--- config.mk ---
export PLATFORM = sky130hd
export DESIGN_NAME = placement_driver_flat
export DESIGN_NICKNAME = d
export VERILOG_FILES = /design/src/rtl/placement_driver_if.sv /design/src/rtl/placement_driver.sv /design/src/flat_wrapper.sv
export SDC_FILE = /design/constraint.sdc
export NUM_CORES = 1
export LEC_CHECK = 0
export ABC_AREA = 1
export CORE_ASPECT_RATIO = 1.4
export CORE_MARGIN = 4
export CORE_UTILIZATION = 43
export CTS_BUF_LIST = sky130_fd_sc_hd__clkbuf_4
export CTS_CLUSTER_DIAMETER = 120
export DETAILED_ROUTE_END_ITERATION = 6
export PLACE_DENSITY = 0.76
export SYNTH_ARGS = -nofsm -noshare
export SYNTH_HDL_FRONTEND = slang
export SYNTH_SLANG_ARGS = --single-unit
--- constraint.sdc ---
create_clock -name clk -period 3.6 [get_ports clk]
set_input_delay 0.72 -clock clk [delete_from_list [all_inputs] [get_ports clk]]
set_output_delay 0.72 -clock clk [all_outputs]
set_load 0.1 [all_outputs]
--- src/rtl/placement_driver_if.sv ---
// Request/placer/response bundle for placement_driver.
// master: the side that offers requests and plays the placer (drives
//         req_*_i, index_*_i, strike_i; observes everything else).
// slave:  placement_driver itself.
// Signals:
//   req_valid_i/req_height_i/req_width_i/req_ready_o  request handshake
//   height_o/width_o                                  dimensions to placer
//   index_x_i/index_y_i/strike_i                      placer results
//   rsp_valid_o/rsp_*_o                               one-cycle response
//   drop_cnt_o                                        zero-dimension drops
//   busy_o                                            work queued or in flight
interface placement_driver_if;
  logic       req_valid_i;
  logic [4:0] req_height_i;
  logic [4:0] req_width_i;
  logic       req_ready_o;
  logic [4:0] height_o;
  logic [4:0] width_o;
  logic [7:0] index_x_i;
  logic [7:0] index_y_i;
  logic [3:0] strike_i;
  logic       rsp_valid_o;
  logic [4:0] rsp_height_o;
  logic [4:0] rsp_width_o;
  logic [7:0] rsp_x_o;
  logic [7:0] rsp_y_o;
  logic [3:0] rsp_strike_o;
  logic [7:0] drop_cnt_o;
  logic       busy_o;

  modport master (
    output req_valid_i, req_height_i, req_width_i, index_x_i, index_y_i, strike_i,
    input  req_ready_o, height_o, width_o, rsp_valid_o, rsp_height_o, rsp_width_o,
           rsp_x_o, rsp_y_o, rsp_strike_o, drop_cnt_o, busy_o
  );

  modport slave (
    input  req_valid_i, req_height_i, req_width_i, index_x_i, index_y_i, strike_i,
    output req_ready_o, height_o, width_o, rsp_valid_o, rsp_height_o, rsp_width_o,
           rsp_x_o, rsp_y_o, rsp_strike_o, drop_cnt_o, busy_o
  );
endinterface

--- src/rtl/placement_driver.sv ---
// placement_driver: queues sticker placement requests in a small FIFO and
// feeds them to a fixed-latency placer in 4-cycle slots. Each issued request
// is tracked through a LAT_SLOTS-deep shift register; its placer result is
// sampled at phase SAMPLE_PH of slot n+LAT_SLOTS and returned as a one-cycle
// response. Zero-dimension requests are accepted, discarded and counted.
// Ports:
//   clk  clock, rising edge
//   rst  synchronous reset, active low
//   bus  placement_driver_if.slave (request, placer and response signals)
module placement_driver #(
  parameter int unsigned FIFO_DEPTH = 4,
  parameter int unsigned LAT_SLOTS  = 2,
  parameter int unsigned SAMPLE_PH  = 3
) (
  input  logic               clk,
  input  logic               rst,
  placement_driver_if.slave  bus
);

  localparam int unsigned AW     = (FIFO_DEPTH > 1) ? $clog2(FIFO_DEPTH) : 1;
  localparam logic [1:0]  SMP_PH = 2'(SAMPLE_PH);

  // OFF: in reset. ARM: first cycle after release, ready but no slot yet.
  // RUN: slots running; the ARM->RUN edge is the start of slot 0.
  localparam logic [1:0] ST_OFF = 2'd0;
  localparam logic [1:0] ST_ARM = 2'd1;
  localparam logic [1:0] ST_RUN = 2'd2;

  logic [1:0]    state;
  logic [1:0]    phase;
  logic [9:0]    mem [FIFO_DEPTH];
  logic [AW-1:0] wr_ptr;
  logic [AW-1:0] rd_ptr;
  logic [AW:0]   count;

  logic                 cur_v;
  logic [LAT_SLOTS-1:0] sr_v;
  logic [4:0]           sr_h [LAT_SLOTS];
  logic [4:0]           sr_w [LAT_SLOTS];

  logic fifo_full;
  logic req_fire;
  logic req_zero;
  logic push;
  logic pop;
  logic slot_start;
  logic smp_now;

  assign fifo_full  = (count == (AW+1)'(FIFO_DEPTH));
  assign req_zero   = (bus.req_height_i == '0) || (bus.req_width_i == '0);
  assign req_fire   = bus.req_valid_i && bus.req_ready_o;
  assign push       = req_fire && !req_zero;
  // Registered count gives the one-cycle minimum residency before issue.
  assign pop        = slot_start && (count != '0);
  assign slot_start = (state == ST_ARM) || ((state == ST_RUN) && (phase == 2'd3));
  assign smp_now    = (state == ST_RUN) && (phase == SMP_PH);

  assign bus.req_ready_o = (state != ST_OFF) && !fifo_full;
  assign bus.busy_o      = (count != '0) || cur_v || (|sr_v);

  always_ff @(posedge clk) begin
    if (push) begin
      mem[wr_ptr] <= {bus.req_height_i, bus.req_width_i};
    end
  end

  always_ff @(posedge clk) begin
    if (!rst) begin
      state            <= ST_OFF;
      phase            <= '0;
      wr_ptr           <= '0;
      rd_ptr           <= '0;
      count            <= '0;
      cur_v            <= 1'b0;
      bus.height_o     <= '0;
      bus.width_o      <= '0;
      sr_v             <= '0;
      for (int unsigned i = 0; i < LAT_SLOTS; i++) begin
        sr_h[i] <= '0;
        sr_w[i] <= '0;
      end
      bus.rsp_valid_o  <= 1'b0;
      bus.rsp_height_o <= '0;
      bus.rsp_width_o  <= '0;
      bus.rsp_x_o      <= '0;
      bus.rsp_y_o      <= '0;
      bus.rsp_strike_o <= '0;
      bus.drop_cnt_o   <= '0;
    end else begin
      case (state)
        ST_OFF:  state <= ST_ARM;
        ST_ARM:  state <= ST_RUN;
        default: phase <= phase + 2'd1;
      endcase

      if (push) begin
        wr_ptr <= wr_ptr + 1'b1;
      end
      if (pop) begin
        rd_ptr <= rd_ptr + 1'b1;
      end
      count <= count + {{AW{1'b0}}, push} - {{AW{1'b0}}, pop};

      if (slot_start) begin
        cur_v        <= pop;
        bus.height_o <= pop ? mem[rd_ptr][9:5] : '0;
        bus.width_o  <= pop ? mem[rd_ptr][4:0] : '0;
        sr_v[0]      <= cur_v;
        sr_h[0]      <= bus.height_o;
        sr_w[0]      <= bus.width_o;
        for (int unsigned i = 1; i < LAT_SLOTS; i++) begin
          sr_v[i] <= sr_v[i-1];
          sr_h[i] <= sr_h[i-1];
          sr_w[i] <= sr_w[i-1];
        end
      end

      if (req_fire && req_zero && (bus.drop_cnt_o != '1)) begin
        bus.drop_cnt_o <= bus.drop_cnt_o + 8'd1;
      end

      // Oldest entry is sampled before this edge's shift moves it out.
      bus.rsp_valid_o <= smp_now && sr_v[LAT_SLOTS-1];
      if (smp_now && sr_v[LAT_SLOTS-1]) begin
        bus.rsp_height_o <= sr_h[LAT_SLOTS-1];
        bus.rsp_width_o  <= sr_w[LAT_SLOTS-1];
        bus.rsp_x_o      <= bus.index_x_i;
        bus.rsp_y_o      <= bus.index_y_i;
        bus.rsp_strike_o <= bus.strike_i;
      end
    end
  end

endmodule
--- src/flat_wrapper.sv ---
// flat-port wrapper written by rule: the top's interface ports become plain ports
module placement_driver_flat 
#(
  parameter int unsigned FIFO_DEPTH = 4,
  parameter int unsigned LAT_SLOTS  = 2,
  parameter int unsigned SAMPLE_PH  = 3
)
  (clk, rst, bus_req_valid_i, bus_req_height_i, bus_req_width_i, bus_index_x_i, bus_index_y_i, bus_strike_i, bus_req_ready_o, bus_height_o, bus_width_o, bus_rsp_valid_o, bus_rsp_height_o, bus_rsp_width_o, bus_rsp_x_o, bus_rsp_y_o, bus_rsp_strike_o, bus_drop_cnt_o, bus_busy_o);
  placement_driver_if bus_i ();
  input  logic clk;
  input  logic rst;
  input wire logic [$bits(bus_i.req_valid_i)-1:0] bus_req_valid_i;
  input wire logic [$bits(bus_i.req_height_i)-1:0] bus_req_height_i;
  input wire logic [$bits(bus_i.req_width_i)-1:0] bus_req_width_i;
  input wire logic [$bits(bus_i.index_x_i)-1:0] bus_index_x_i;
  input wire logic [$bits(bus_i.index_y_i)-1:0] bus_index_y_i;
  input wire logic [$bits(bus_i.strike_i)-1:0] bus_strike_i;
  output wire logic [$bits(bus_i.req_ready_o)-1:0] bus_req_ready_o;
  output wire logic [$bits(bus_i.height_o)-1:0] bus_height_o;
  output wire logic [$bits(bus_i.width_o)-1:0] bus_width_o;
  output wire logic [$bits(bus_i.rsp_valid_o)-1:0] bus_rsp_valid_o;
  output wire logic [$bits(bus_i.rsp_height_o)-1:0] bus_rsp_height_o;
  output wire logic [$bits(bus_i.rsp_width_o)-1:0] bus_rsp_width_o;
  output wire logic [$bits(bus_i.rsp_x_o)-1:0] bus_rsp_x_o;
  output wire logic [$bits(bus_i.rsp_y_o)-1:0] bus_rsp_y_o;
  output wire logic [$bits(bus_i.rsp_strike_o)-1:0] bus_rsp_strike_o;
  output wire logic [$bits(bus_i.drop_cnt_o)-1:0] bus_drop_cnt_o;
  output wire logic [$bits(bus_i.busy_o)-1:0] bus_busy_o;
  assign bus_i.req_valid_i = bus_req_valid_i;
  assign bus_i.req_height_i = bus_req_height_i;
  assign bus_i.req_width_i = bus_req_width_i;
  assign bus_i.index_x_i = bus_index_x_i;
  assign bus_i.index_y_i = bus_index_y_i;
  assign bus_i.strike_i = bus_strike_i;
  assign bus_req_ready_o = bus_i.req_ready_o;
  assign bus_height_o = bus_i.height_o;
  assign bus_width_o = bus_i.width_o;
  assign bus_rsp_valid_o = bus_i.rsp_valid_o;
  assign bus_rsp_height_o = bus_i.rsp_height_o;
  assign bus_rsp_width_o = bus_i.rsp_width_o;
  assign bus_rsp_x_o = bus_i.rsp_x_o;
  assign bus_rsp_y_o = bus_i.rsp_y_o;
  assign bus_rsp_strike_o = bus_i.rsp_strike_o;
  assign bus_drop_cnt_o = bus_i.drop_cnt_o;
  assign bus_busy_o = bus_i.busy_o;
  placement_driver #(.FIFO_DEPTH(FIFO_DEPTH), .LAT_SLOTS(LAT_SLOTS), .SAMPLE_PH(SAMPLE_PH)) u_core (.clk(clk), .rst(rst), .bus(bus_i));
endmodule
* Word level (Yosys, flattened, before mapping)
Memories as Yosys holds them, arrays and structs flattened. A register that Yosys moved wholly into a read port is not among the register bits. Index checks and enable logic that the tools add are counted.
Storage, ports and cells: flip-flop bits (word level) 53, bits in latches 0, bits in writable memories 60, ROM bits 0, memories kept 3
Cells by class: $add $sub $neg 6, $mul 0, div/mod/pow operators 0, $lt $le $gt $ge 0, equality and inequality tests 5, shift-type cells 0, muxes and demuxes 15, bitwise gates (word level) 4, reductions and logical operators 24
Memory list:
- u_core.mem | words 4, width 10, read ports 1, clocked after memory_dff 1, write ports 1, line placement_driver.sv:31 | logic [9:0] mem [FIFO_DEPTH];
- u_core.sr_h | words 2, width 5, read ports 2, clocked after memory_dff 1, write ports 2, line placement_driver.sv:38 | logic [4:0] sr_h [LAT_SLOTS];
- u_core.sr_w | words 2, width 5, read ports 2, clocked after memory_dff 1, write ports 2, line placement_driver.sv:39 | logic [4:0] sr_w [LAT_SLOTS];
Operator list (count):
- $mux 5 | 6
- $logic_not 5->1 | 2
- $add 8x1->8 const B | 1
- $logic_and 1x1->1 | 8
- $ne 8x8->1 const B | 1
- $add 2x1->2 const B | 3
- $mux 1 | 6
- $eq 2x2->1 const B | 2
- $logic_not 1->1 | 4
- $logic_or 1x1->1 | 4
- $mux 2 | 2
- $or 1x1->1 | 4
- $pmux 2 s2 | 1
- $reduce_bool 2->1 | 2
- $reduce_or 2->1 | 2
- $add 3x1->3 | 1
- $eq 3x3->1 const B | 1
- $reduce_bool 3->1 | 1
- $sub 3x1->3 | 1
- $eq 2x1->1 const B | 1
- $logic_not 2->1 | 1

* Longest topological paths before layout
Gate-level depths: netlist (run 1).
depth after elaboration 7, gate-level depth with buffers 12, mapped depth without buffers 12

* Worst setup path before layout (run 1)
No wires, ideal clock.
path type input to register, start input port bus_req_height_i[3], end register u_core.count[2], setup time 0.070 ns, arrival time 2.047 ns, data required time 3.530 ns, setup slack 1.483 ns, cell stages on the path 9, path buffers 0, cell sequence nor2_1 nand3_1 nand2_1 nor2_4 ha_1 fa_1 inv_1 o21ai_0 a21oi_1
Between the ends: cells in the longest elaborated chain, start to end 6
RTL lines:
- start, declared | line flat_wrapper.sv:13 | input wire logic [$bits(bus_i.req_height_i)-1:0] bus_req_height_i;
- $logic_not 5->1 | line placement_driver.sv:50 | assign req_zero = (bus.req_height_i == '0) || (bus.req_width_i == '0);
- $logic_or 1x1->1 | line placement_driver.sv:50
- $logic_not 1->1 | line placement_driver.sv:52 | assign push = req_fire && !req_zero;
- $logic_and 1x1->1 | line placement_driver.sv:52
- net u_core.push | line placement_driver.sv:44 | logic push;
- $add 3x1->3 | line placement_driver.sv:102 | count <= count + {{AW{1'b0}}, push} - {{AW{1'b0}}, pop};
- $sub 3x1->3 | line placement_driver.sv:102
- end signal, assigned | line placement_driver.sv:102
- end, declared | line placement_driver.sv:34 | logic [AW:0] count;
The timed path passes the listed nets, and every way through them passes these cells. A chain may end at the register's enable or synchronous reset.

* Worst setup path in the final report (run 1)
start register u_core.bus.drop_cnt_o[5] in the netlist's numbering, end output port bus_drop_cnt_o[5]
RTL lines:
- start, declared | line placement_driver_if.sv:40 | rsp_x_o, rsp_y_o, rsp_strike_o, drop_cnt_o, busy_o
- start signal, assigned | line placement_driver.sv:119 | bus.drop_cnt_o <= bus.drop_cnt_o + 8'd1;
- end, declared | line flat_wrapper.sv:27 | output wire logic [$bits(bus_i.drop_cnt_o)-1:0] bus_drop_cnt_o;
No word-level cell between the ends.

==> flow_summary.yaml, run 1 <==
detailed_routing:
  post-route-drc-count: 0
  drt-wirelength-per-cell_um: 12.0
  routed-via-count: 3575
  detail_route.iter0.violations: 128
  detail_route.first_pass.iterations: 4
  final_wl_um: 9220
  drt.antenna.violating_nets: 0
  avgViaCountPerCell: 4.66
final_layout:
  fin_nets: 651
  filler_cell_count: 1014
  share_of_cells_above_drive_strength_1_pct: 8.36
  final_cells: 767
  layout-area-overhead-vs-synth_pct: 26.3
  design_area_um2: 6230
  finalCoreUtilization_pct: 55.2
global_route:
  grt_remaining_overflow: 0
  maximum_number_of_pins_on_one_net_before_global_route_repair: 62
  wire_length_of_the_first_global_routing_pass_um: 15800
  number_of_global_route_vias_before_repair: 3628
  grt_antenna_before_repair: 1
  global_route.usage.total_pct: 14.8
critical_path:
  start_kind: "flip-flop"
  worst_setup_path_end_kind: "output port"
  critical_path_arrival_ps: 2100
  max_stage_delay_cell_worst_path: "sky130_fd_sc_hd__clkdlybuf4s50_1"
  worst-path-buf-inv: 1
  max_stage_delay_ps: 1170
  cp_data_required_time_ps: 2880
  crit_path_max_fanout: 6
  critPathTopFamily: "buffers and inverters"
  critical_path.cell_chain: "clkdlybuf4s50_1"
  crit_type: "flip-flop to output port"
  regToRegSetupSlack_ps: 1480
timing:
  fin_skew_ps: 11.9
  grt_setup_unrepaired: "false"
  final_period_minus_worst_setup_slack_ps: 2820
  max_slew_margin_pct: 31.8
  fmax_mhz: 355
  finalSetupViolCount: 0
  summed_negative_setup_slack_over_all_endpoints_ps: 0
  actual_slew_at_the_worst_max_slew_pin_ps: 1020
  period_share_pct: 78.2
  maxSlewViolCount: 0
  report.final.hold_viol_count: 0
pwr:
  vdd_drop_max_mv: 0.334
  power_density_nw_per_um2: 530
  standby_leakage_power_nw: 2.41
  design_power_total_mw: 3.30
clock_tree:
  tritoncts_buffers: 17
  cts-root-to-sink-buffers: 2
  root_buffer: "sky130_fd_sc_hd__clkbuf_4"
  clock_insertion_delay_worst_skew_ps: 490
  tritoncts: "yes"
  htree_num_levels: 4
  holdBufCountCts: 0
  clk_pin_slew_worst_paths_ps: 110
  postCtsSetupRepairBufs: 0
  clock_sinks: 125
  cts_repair_resize_count: 0
yosys:
  synth_sequential_area_ratio_pct: 62.9
  post_synth_instance_area_um2: 4930
  avgSynthCellArea_um2: 9.49
  synth_seq_cells: 125
  synth_cell_type_count: 31
  number_of_nets_produced_by_synthesis: 562
  synthesized_netlist_cell_count: 520
  ys_warn_count: 0
floorplan:
  vertical_die_dimension_um: 135
  core_um2: 11300
  chipWidth_um: 98.5
  start_util_pct: 43.7
  dieArea_um2: 13300
  fp-row-count: 46
  io_pins: 84
outcome:
  run_status: "completed"
placed_design:
  dpl_cell_area_um2: 5910
  dp_hpwl_um: 6590
  port_buffers: 83
  gp_congestion: 0.776
  placedCellCount: 734
hold_path:
  hp-class: "flip-flop to flip-flop"
run:
  max_cap_viol_count: 0
-- synthesized netlist by cell type --
library cell,number,area (um^2)
sky130_fd_sc_hd__nand3_2,1,10.0
sky130_fd_sc_hd__o22ai_1,12,75.1
sky130_fd_sc_hd__clkinv_1,1,3.75
sky130_fd_sc_hd__nand2_1,85,319
sky130_fd_sc_hd__ha_1,8,100
sky130_fd_sc_hd__o21ai_0,36,180
sky130_fd_sc_hd__o21ai_1,1,5.00
sky130_fd_sc_hd__nand3_1,17,85.1
sky130_fd_sc_hd__or2_2,2,12.5
sky130_fd_sc_hd__xor2_1,1,8.76
sky130_fd_sc_hd__a21oi_2,1,8.76
sky130_fd_sc_hd__nand3b_1,1,7.51
sky130_fd_sc_hd__nand2_4,1,11.3
sky130_fd_sc_hd__edfxtp_1,60,1800
sky130_fd_sc_hd__nand2_2,1,6.26
sky130_fd_sc_hd__nor2_8,1,20.0
sky130_fd_sc_hd__buf_2,5,25.0
sky130_fd_sc_hd__nor2_4,1,11.3
sky130_fd_sc_hd__buf_1,1,3.75
sky130_fd_sc_hd__inv_1,87,327
sky130_fd_sc_hd__nand4_1,4,25.0
sky130_fd_sc_hd__clkbuf_1,13,48.8
sky130_fd_sc_hd__fa_1,1,20.0
sky130_fd_sc_hd__dfxtp_1,65,1300
sky130_fd_sc_hd__nand3_4,1,17.5
sky130_fd_sc_hd__xnor2_1,1,8.76
sky130_fd_sc_hd__buf_4,1,7.51
sky130_fd_sc_hd__nor2_1,57,214
sky130_fd_sc_hd__nor3b_1,1,7.51
sky130_fd_sc_hd__a21oi_1,50,250
sky130_fd_sc_hd__inv_2,3,11.3
-- cell usage in the layout, fill, tap and decap left out, drive strengths merged, types with 2 or more instances in the layout --
master         Yosys  layout
edfxtp            60      60
ha                 8       8
clkinvlp           0       2
dfxtp             65      65
o21ai             37      37
nand3             19      19
clkbuf            13      17
nand4              4       4
a21oi             51      51
buf                7       9
nor2              59      59
bufinv             0       4
clkdlybuf4s50      0      81
clkinv             1       8
nand2             87      87
or2                2       2
o22ai             12      12
inv               90      92
-- through the flow --
step | hold WS [ps] | setup slack, ps
finish | 448 | 784
detailed placement | 436 | 679
global placement | 431 | 774
CTS | 452 | 718
global route | 463 | 668
floorplan | 433 | 1480
-- power breakdown --
group	internal [mW]	switching, mW	leakage [nW]
clock	0.550	0.504	0.170
combinational	0.179	0.434	1.14
sequential	1.58	0.0546	1.10
-- final timing paths --
check / start / cells past startpoint / end
setup / recovery: u_core.bus.drop_cnt_o[5] / 1 / bus_drop_cnt_o[5]
hold / removal: u_core.bus.rsp_x_o[7] / 2 / u_core.bus.rsp_x_o[7]
setup reg to reg: flip-flop / 5 / u_core.bus.width_o[4]
hold reg to reg: u_core.bus.rsp_x_o[7] / 2 / u_core.bus.rsp_x_o[7]
-- per-layer routing --
metal  routed length [um]  vias to the layer above  global-route usage (%)
met5                    0                        -                       0
met4                  253                        0                    8.12
met3                  433                       20                    4.39
met2                 4890                       84                    26.7
met1                 3640                     1609                    15.1
li1                     -                     1862                       -
-- logic make-up after synthesis --
logic type	share of synthesized area, %
adder cells (fa/ha/maj)	2.43
buffers and inverters	8.65
flip-flops	62.9
AO/OA/AOI/OAI	10.5
XOR/XNOR	0.355
AND/OR/NAND/NOR	15.1
-- area by class of cell --
cell class                 count  area, um^2  share of cell area, %
inverter                      91         342                   5.48
sequential                   125        3100                   49.8
clock buffer                  17         128                   2.05
multi-input combinational    284        1400                   22.5
tap                          144         180                   2.89
clock inverter                15         194                   3.11
timing repair buffer          90         878                   14.1
antenna                        1        2.50                 0.0402
-- sequential cells by signal (all words and copies together), names as in the netlist, named ones only --
name	count
u_core.mem	40
u_core.sr_h	10
u_core.sr_w	10
u_core.bus.drop_cnt_o	8
u_core.bus.rsp_x_o	8
u_core.bus.rsp_y_o	8
u_core.bus.height_o	5
u_core.bus.rsp_height_o	5
u_core.bus.rsp_width_o	5
u_core.bus.width_o	5
u_core.bus.rsp_strike_o	4
u_core.count	3
u_core.phase	2
u_core.rd_ptr	2
u_core.sr_v	2
u_core.state	2
u_core.wr_ptr	2
u_core.bus.rsp_valid_o	1
u_core.cur_v	1
No activity file was read; power rests on OpenSTA's default activity.
==> run 2, diff against run 1 <==
--- a/config.mk
+++ b/config.mk
@@ -12,7 +12,7 @@
 export CTS_BUF_LIST = sky130_fd_sc_hd__clkbuf_4
 export CTS_CLUSTER_DIAMETER = 120
 export DETAILED_ROUTE_END_ITERATION = 6
-export PLACE_DENSITY = 0.76
+export PLACE_DENSITY = 0.78
 export SYNTH_ARGS = -nofsm -noshare
 export SYNTH_HDL_FRONTEND = slang
 export SYNTH_SLANG_ARGS = --single-unit
==> constraint.sdc (replaced) <==
create_clock -name clk -period 2.5 [get_ports clk]
set_input_delay 0.5 -clock clk [delete_from_list [all_inputs] [get_ports clk]]
set_output_delay 0.5 -clock clk [all_outputs]
set_load 0.1 [all_outputs]
==> flow_summary.yaml, run 2 (synthesized netlist as in run 1, its figures left out) <==
detailed_routing:
  final_wl_um: 9450
  routed-via-count: 3590
  avgViaCountPerCell: 4.64
  detail_route.first_pass.iterations: 6
  drt.antenna.violating_nets: 0
  drt-wirelength-per-cell_um: 12.2
  post-route-drc-count: 0
  detail_route.iter0.violations: 126
final_layout:
  filler_cell_count: 1042
  largest_register: "u_core.mem"
  finalCoreUtilization_pct: 54.1
  largest_register_ff_count: 40
  final_cells: 773
  final_cell_mix: "87 x sky130_fd_sc_hd__inv_1, 85 x sky130_fd_sc_hd__nand2_1, 65 x sky130_fd_sc_hd__dfxtp_1"
  reg.largest.list: "u_core.mem (40), u_core.sr_h (10), u_core.sr_w (10)"
  share_of_cells_above_drive_strength_1_pct: 17.0
  layout-area-overhead-vs-synth_pct: 23.6
  most_common_library_cell_in_the_layout_ignoring_fill_and_taps: "sky130_fd_sc_hd__inv_1"
  fin_nets: 657
outcome:
  run_status: "completed"
clock_tree:
  clk_pin_slew_worst_paths_ps: 100
  cts_repair_resize_count: 0
  postCtsSetupRepairBufs: 0
  holdBufCountCts: 0
  cts-root-to-sink-buffers: 2
  clock_insertion_delay_worst_skew_ps: 510
  clock_sinks: 125
  htree_num_levels: 4
  tritoncts: "yes"
  tritoncts_buffers: 17
  root_buffer: "sky130_fd_sc_hd__clkbuf_4"
timing:
  fmax_mhz: 474
  summed_negative_setup_slack_over_all_endpoints_ps: 0
  maxSlewViolCount: 0
  grt_setup_unrepaired: "false"
  report.final.hold_viol_count: 0
  actual_slew_at_the_worst_max_slew_pin_ps: 681
  fin_skew_ps: 16.5
  period_share_pct: 84.4
  final_period_minus_worst_setup_slack_ps: 2110
  finalSetupViolCount: 0
  max_slew_margin_pct: 54.5
pwr:
  switching_share_pct: 31.1
  standby_leakage_power_nw: 2.51
  power_density_nw_per_um2: 747
  design_power_total_mw: 4.56
  clockPowerShare_pct: 28.7
  vdd_drop_max_mv: 0.342
  comb_power_share_pct: 20.1
  cell_internal_pwr_mw: 3.14
  p_switching_mw: 1.42
  p_seq_share_pct: 51.2
global_route:
  grt.met3_usage_pct: 5.12
  maximum_number_of_pins_on_one_net_before_global_route_repair: 62
  number_of_global_route_vias_before_repair: 3353
  grt_antenna_before_repair: 1
  grt_remaining_overflow: 0
  grt.met2_usage_pct: 26.7
  global_route.usage.total_pct: 14.6
  use_met1_pct: 15.3
  grt_busiest_layer: "met2"
  wire_length_of_the_first_global_routing_pass_um: 15400
floorplan:
  chipWidth_um: 98.5
  core_um2: 11300
  io_pins: 84
  vertical_die_dimension_um: 135
  fp-row-count: 46
  start_util_pct: 43.7
  dieArea_um2: 13300
placed_design:
  gp_congestion: 0.849
  placedCellCount: 740
  dp_hpwl_um: 6660
  port_buffers: 83
critical_path:
  critical_path_arrival_ps: 2540
  worst_setup_path_end_kind: "flip-flop"
  crit_type: "flip-flop to flip-flop"
  cp_data_required_time_ps: 2930
  crit_path_max_fanout: 3
  start_kind: "flip-flop"
run:
  max_cap_viol_count: 0
hold_path:
  hp-class: "flip-flop to flip-flop"
==> run 2: changes by cell type in the layout (fill, tap and decap cells not counted) <==
cell,change
sky130_fd_sc_hd__buf_4,+55
sky130_fd_sc_hd__clkdlybuf4s50_1,-49
sky130_fd_sc_hd__bufinv_16,-2
sky130_fd_sc_hd__clkbuf_4,+2
sky130_fd_sc_hd__clkinv_2,+2
sky130_fd_sc_hd__clkinv_4,-2
sky130_fd_sc_hd__clkinvlp_4,+1
sky130_fd_sc_hd__inv_6,-1
==> run 2: cell type report <==
type / instances / area [um^2] / share of cell area [%]
inverter: 91 / 342 / 5.60
timing repair buffer: 96 / 801 / 13.1
multi-input combinational: 284 / 1400 / 23.0
tap: 144 / 180 / 2.95
clock inverter: 13 / 125 / 2.05
antenna: 1 / 2.50 / 0.0410
clock buffer: 19 / 143 / 2.34
sequential: 125 / 3100 / 50.9
==> run 2: stage by stage <==
step	setup WS [ps]	hold WS, ps	cell area (um^2)
floorplan	490	433	4930
global placement	89.7	432	5830
detailed placement	20.4	438	5830
CTS	338	454	6100
global route	245	467	6100
finish	390	450	6100
==> run 2: worst paths after layout <==
path	from	endpoint	slack [ps]	cells past startpoint
hold reg to reg	u_core.bus.rsp_strike_o[2]	u_core.bus.rsp_strike_o[2]	450	2
setup / recovery	u_core.phase[0]	u_core.count[2]	390	12
setup reg to reg	u_core.phase[0]	u_core.count[2]	390	12
hold / removal	u_core.bus.rsp_strike_o[2]	u_core.bus.rsp_strike_o[2]	450	2
==> run 2: power groups by stage <==
stage                     clock [mW]  combinational (mW)  sequential, mW
after floorplan                    0               0.536            2.51
after global placement             0               0.898            2.38
after detailed placement           0               0.921            2.38
after CTS                       1.38               0.924            2.33
after global routing            1.46                1.00            2.35
final                           1.31               0.915            2.33
==> run 2: per-layer routing <==
| metal | vias to the layer above | wire length (um) |
|---|---|---|
| met5 | - | 0 |
| met4 | 0 | 115 |
| met3 | 9 | 458 |
| met1 | 1632 | 3800 |
| met2 | 76 | 5080 |
| li1 | 1873 | - |
==> run 2: critical path, stage by stage (launching register included) <==
cell and delay [ps]:
sky130_fd_sc_hd__dfxtp_1 340, sky130_fd_sc_hd__ha_1 210, sky130_fd_sc_hd__nand3_1 100, sky130_fd_sc_hd__nand2_1 80, sky130_fd_sc_hd__nand2_1 100, sky130_fd_sc_hd__inv_2 50, sky130_fd_sc_hd__ha_1 270, sky130_fd_sc_hd__inv_1 40
sky130_fd_sc_hd__ha_1 190, sky130_fd_sc_hd__fa_1 380, sky130_fd_sc_hd__inv_1 80, sky130_fd_sc_hd__o21ai_0 80, sky130_fd_sc_hd__a21oi_1 130
==> run 3, diff against run 2 <==
==> constraint.sdc (replaced) <==
create_clock -name clk -period 1.7 [get_ports clk]
set_input_delay 0.34 -clock clk [delete_from_list [all_inputs] [get_ports clk]]
set_output_delay 0.34 -clock clk [all_outputs]
set_load 0.1 [all_outputs]
==> flow_summary.yaml, run 3 (synthesized netlist as in run 1, its figures left out) <==
timing:
  grt_setup_unrepaired: "true"
  finalSetupViolCount: 14
  whs_ps: 454
  period_share_pct: 111
  fmax_mhz: 528
  maxSlewViolCount: 0
  actual_slew_at_the_worst_max_slew_pin_ps: 665
  summed_negative_setup_slack_over_all_endpoints_ps: -902
  final_period_minus_worst_setup_slack_ps: 1890
  max_slew_margin_pct: 55.6
  report.final.hold_viol_count: 0
  setup_slack_ps: -192
  fin_skew_ps: 18.4
clock_tree:
  clock_sinks: 125
  holdBufCountCts: 0
  htree_num_levels: 4
  cts-root-to-sink-buffers: 2
  root_buffer: "sky130_fd_sc_hd__clkbuf_4"
  tritoncts_buffers: 17
  clock_insertion_delay_worst_skew_ps: 500
  tritoncts: "yes"
  clk_pin_slew_worst_paths_ps: 110
critical_path:
  worst-path-buf-inv: 3
  critical_path_arrival_ps: 2330
  max_stage_delay_cell_worst_path: "sky130_fd_sc_hd__fa_2"
  start_kind: "flip-flop"
  cp_dominant_cell_by_count: "sky130_fd_sc_hd__ha_4"
  critical_path.cell_chain: "ha_4 -> nand3_2 -> nand2_4 -> nand2_4 -> inv_4 -> ha_4 -> inv_2 -> ha_4 -> fa_2 -> nand2_2 -> inv_1"
  crit_type: "flip-flop to flip-flop"
  max_stage_delay_ps: 530
  crit-reg2reg-launch: "u_core.phase[0]"
  critical_path_cell_count: 11
  critical_path.startpoint: "u_core.phase[0]"
  regToRegSetupSlack_ps: -190
  crit_path_max_fanout: 2
  worst_case_reg_to_reg_path_depth: 11
  worst_setup_path_end_kind: "flip-flop"
  cp_data_required_time_ps: 2140
  critPathTopFamily: "adder cells"
detailed_routing:
  post-route-drc-count: 0
  detail_route.first_pass.iterations: 4
  final_wl_um: 10200
  drt-wirelength-per-cell_um: 12.7
  detail_route.iter0.violations: 135
  routed-via-count: 3850
  avgViaCountPerCell: 4.78
  drt.antenna.violating_nets: 0
pwr:
  switching_share_pct: 30.8
  clockPowerShare_pct: 26.4
  p_switching_mw: 2.30
  cell_internal_pwr_mw: 5.18
  vdd_drop_max_mv: 0.487
  standby_leakage_power_nw: 2.89
  design_power_total_mw: 7.48
  comb_power_share_pct: 27.1
  power_density_nw_per_um2: 1020
  p_seq_share_pct: 46.5
final_layout:
  finalCoreUtilization_pct: 64.8
  reg.largest.list: "u_core.mem (40), u_core.sr_h (10), u_core.sr_w (10)"
  final_cell_mix: "82 x sky130_fd_sc_hd__inv_1, 80 x sky130_fd_sc_hd__nand2_1, 60 x sky130_fd_sc_hd__edfxtp_1"
  most_common_library_cell_in_the_layout_ignoring_fill_and_taps: "sky130_fd_sc_hd__inv_1"
  share_of_cells_above_drive_strength_1_pct: 26.9
  largest_register: "u_core.mem"
  largest_register_ff_count: 40
  fin_nets: 690
  layout-area-overhead-vs-synth_pct: 48.1
global_route:
  maximum_number_of_pins_on_one_net_before_global_route_repair: 62
  wire_length_of_the_first_global_routing_pass_um: 16700
  number_of_global_route_vias_before_repair: 3714
  grt_antenna_before_repair: 0
  grt_remaining_overflow: 0
  global_route.usage.total_pct: 15.7
hold_path:
  worst_hold_startpoint: "bus_strike_i[2]"
  min_delay_path_depth: 3
  hp-class: "input port to flip-flop"
placed_design:
  detailedPlace.worstSlack_ps: -502
  dp_hpwl_um: 7360
  port_buffers: 83
  gp_congestion: 0.836
floorplan:
  vertical_die_dimension_um: 135
  dieArea_um2: 13300
  chipWidth_um: 98.5
  fp-row-count: 46
  io_pins: 84
  start_util_pct: 43.7
  core_um2: 11300
outcome:
  run_status: "complete, but fails checks"
  violations: "negative setup slack"
run:
  max_cap_viol_count: 0
-- run 3: cell count changes in the layout (fill, tap and decap cells not counted), sizes merged --
cell	before	now
clkinvlp	3	2
clkinv	8	6
buf	64	96
clkbuf	19	23
-- run 3: power by group through the flow --
stage	sequential (mW)	clock [mW]	combinational [mW]
after floorplan	3.70	0	0.843
after global placement	3.50	0	1.70
after detailed placement	3.52	0	1.75
after CTS	3.46	2.04	1.89
after global routing	3.50	2.17	2.17
final	3.48	1.98	2.02
-- run 3: metrics by stage --
step,cells,instance area (um^2)
after floorplan,520,5000
after global placement,767,6830
after detailed placement,767,6830
after CTS,802,7170
after global routing,805,7300
final,806,7300
-- run 3: layer usage --
metal	wire length [um]	share of wire [%]	track usage [%]
met1	3830	37	16.2
met2	5750	56	29.3
met3	440	4.3	4.08
met4	220	2.1	7.14
met5	0	0	0
-- run 3: path summary, 6_finish.rpt --
| kind | to |
|---|---|
| max | u_core.count[1] |
| min | u_core.bus.rsp_strike_o[2] |
| max reg2reg | u_core.count[1] |
| min reg2reg | u_core.bus.rsp_y_o[3] |
-- run 3: final cells by class --
| type | count | area (um^2) |
|---|---|---|
| diodes | 1 | 2.50 |
| clock buffers | 22 | 165 |
| clock inverters | 10 | 116 |
| fillers | 875 | 3980 |
| inverters | 91 | 354 |
| multi-input cells | 284 | 1540 |
| flip-flops and latches | 125 | 3120 |
| well taps | 144 | 180 |
| repair buffers | 129 | 1820 |
-- run 3: worst register-to-register path: stages, from the launching register on --
cell,delay [ps]
sky130_fd_sc_hd__dfxtp_2,350
sky130_fd_sc_hd__ha_4,160
sky130_fd_sc_hd__nand3_2,90
sky130_fd_sc_hd__nand2_4,60
sky130_fd_sc_hd__nand2_4,80
sky130_fd_sc_hd__inv_4,40
sky130_fd_sc_hd__ha_4,250
sky130_fd_sc_hd__inv_2,30
sky130_fd_sc_hd__ha_4,140
sky130_fd_sc_hd__fa_2,530
sky130_fd_sc_hd__nand2_2,60
sky130_fd_sc_hd__inv_1,40
-- run 3: timing repair --
| action | in CTS | in global routing |
|---|---|---|
| setup buffers | 3 | 3 |
| cloned | 0 | 1 |
| setup endpoints to repair | 4 | 46 |
| pin swaps | 7 | 8 |
| resized for setup | 12 | 28 |
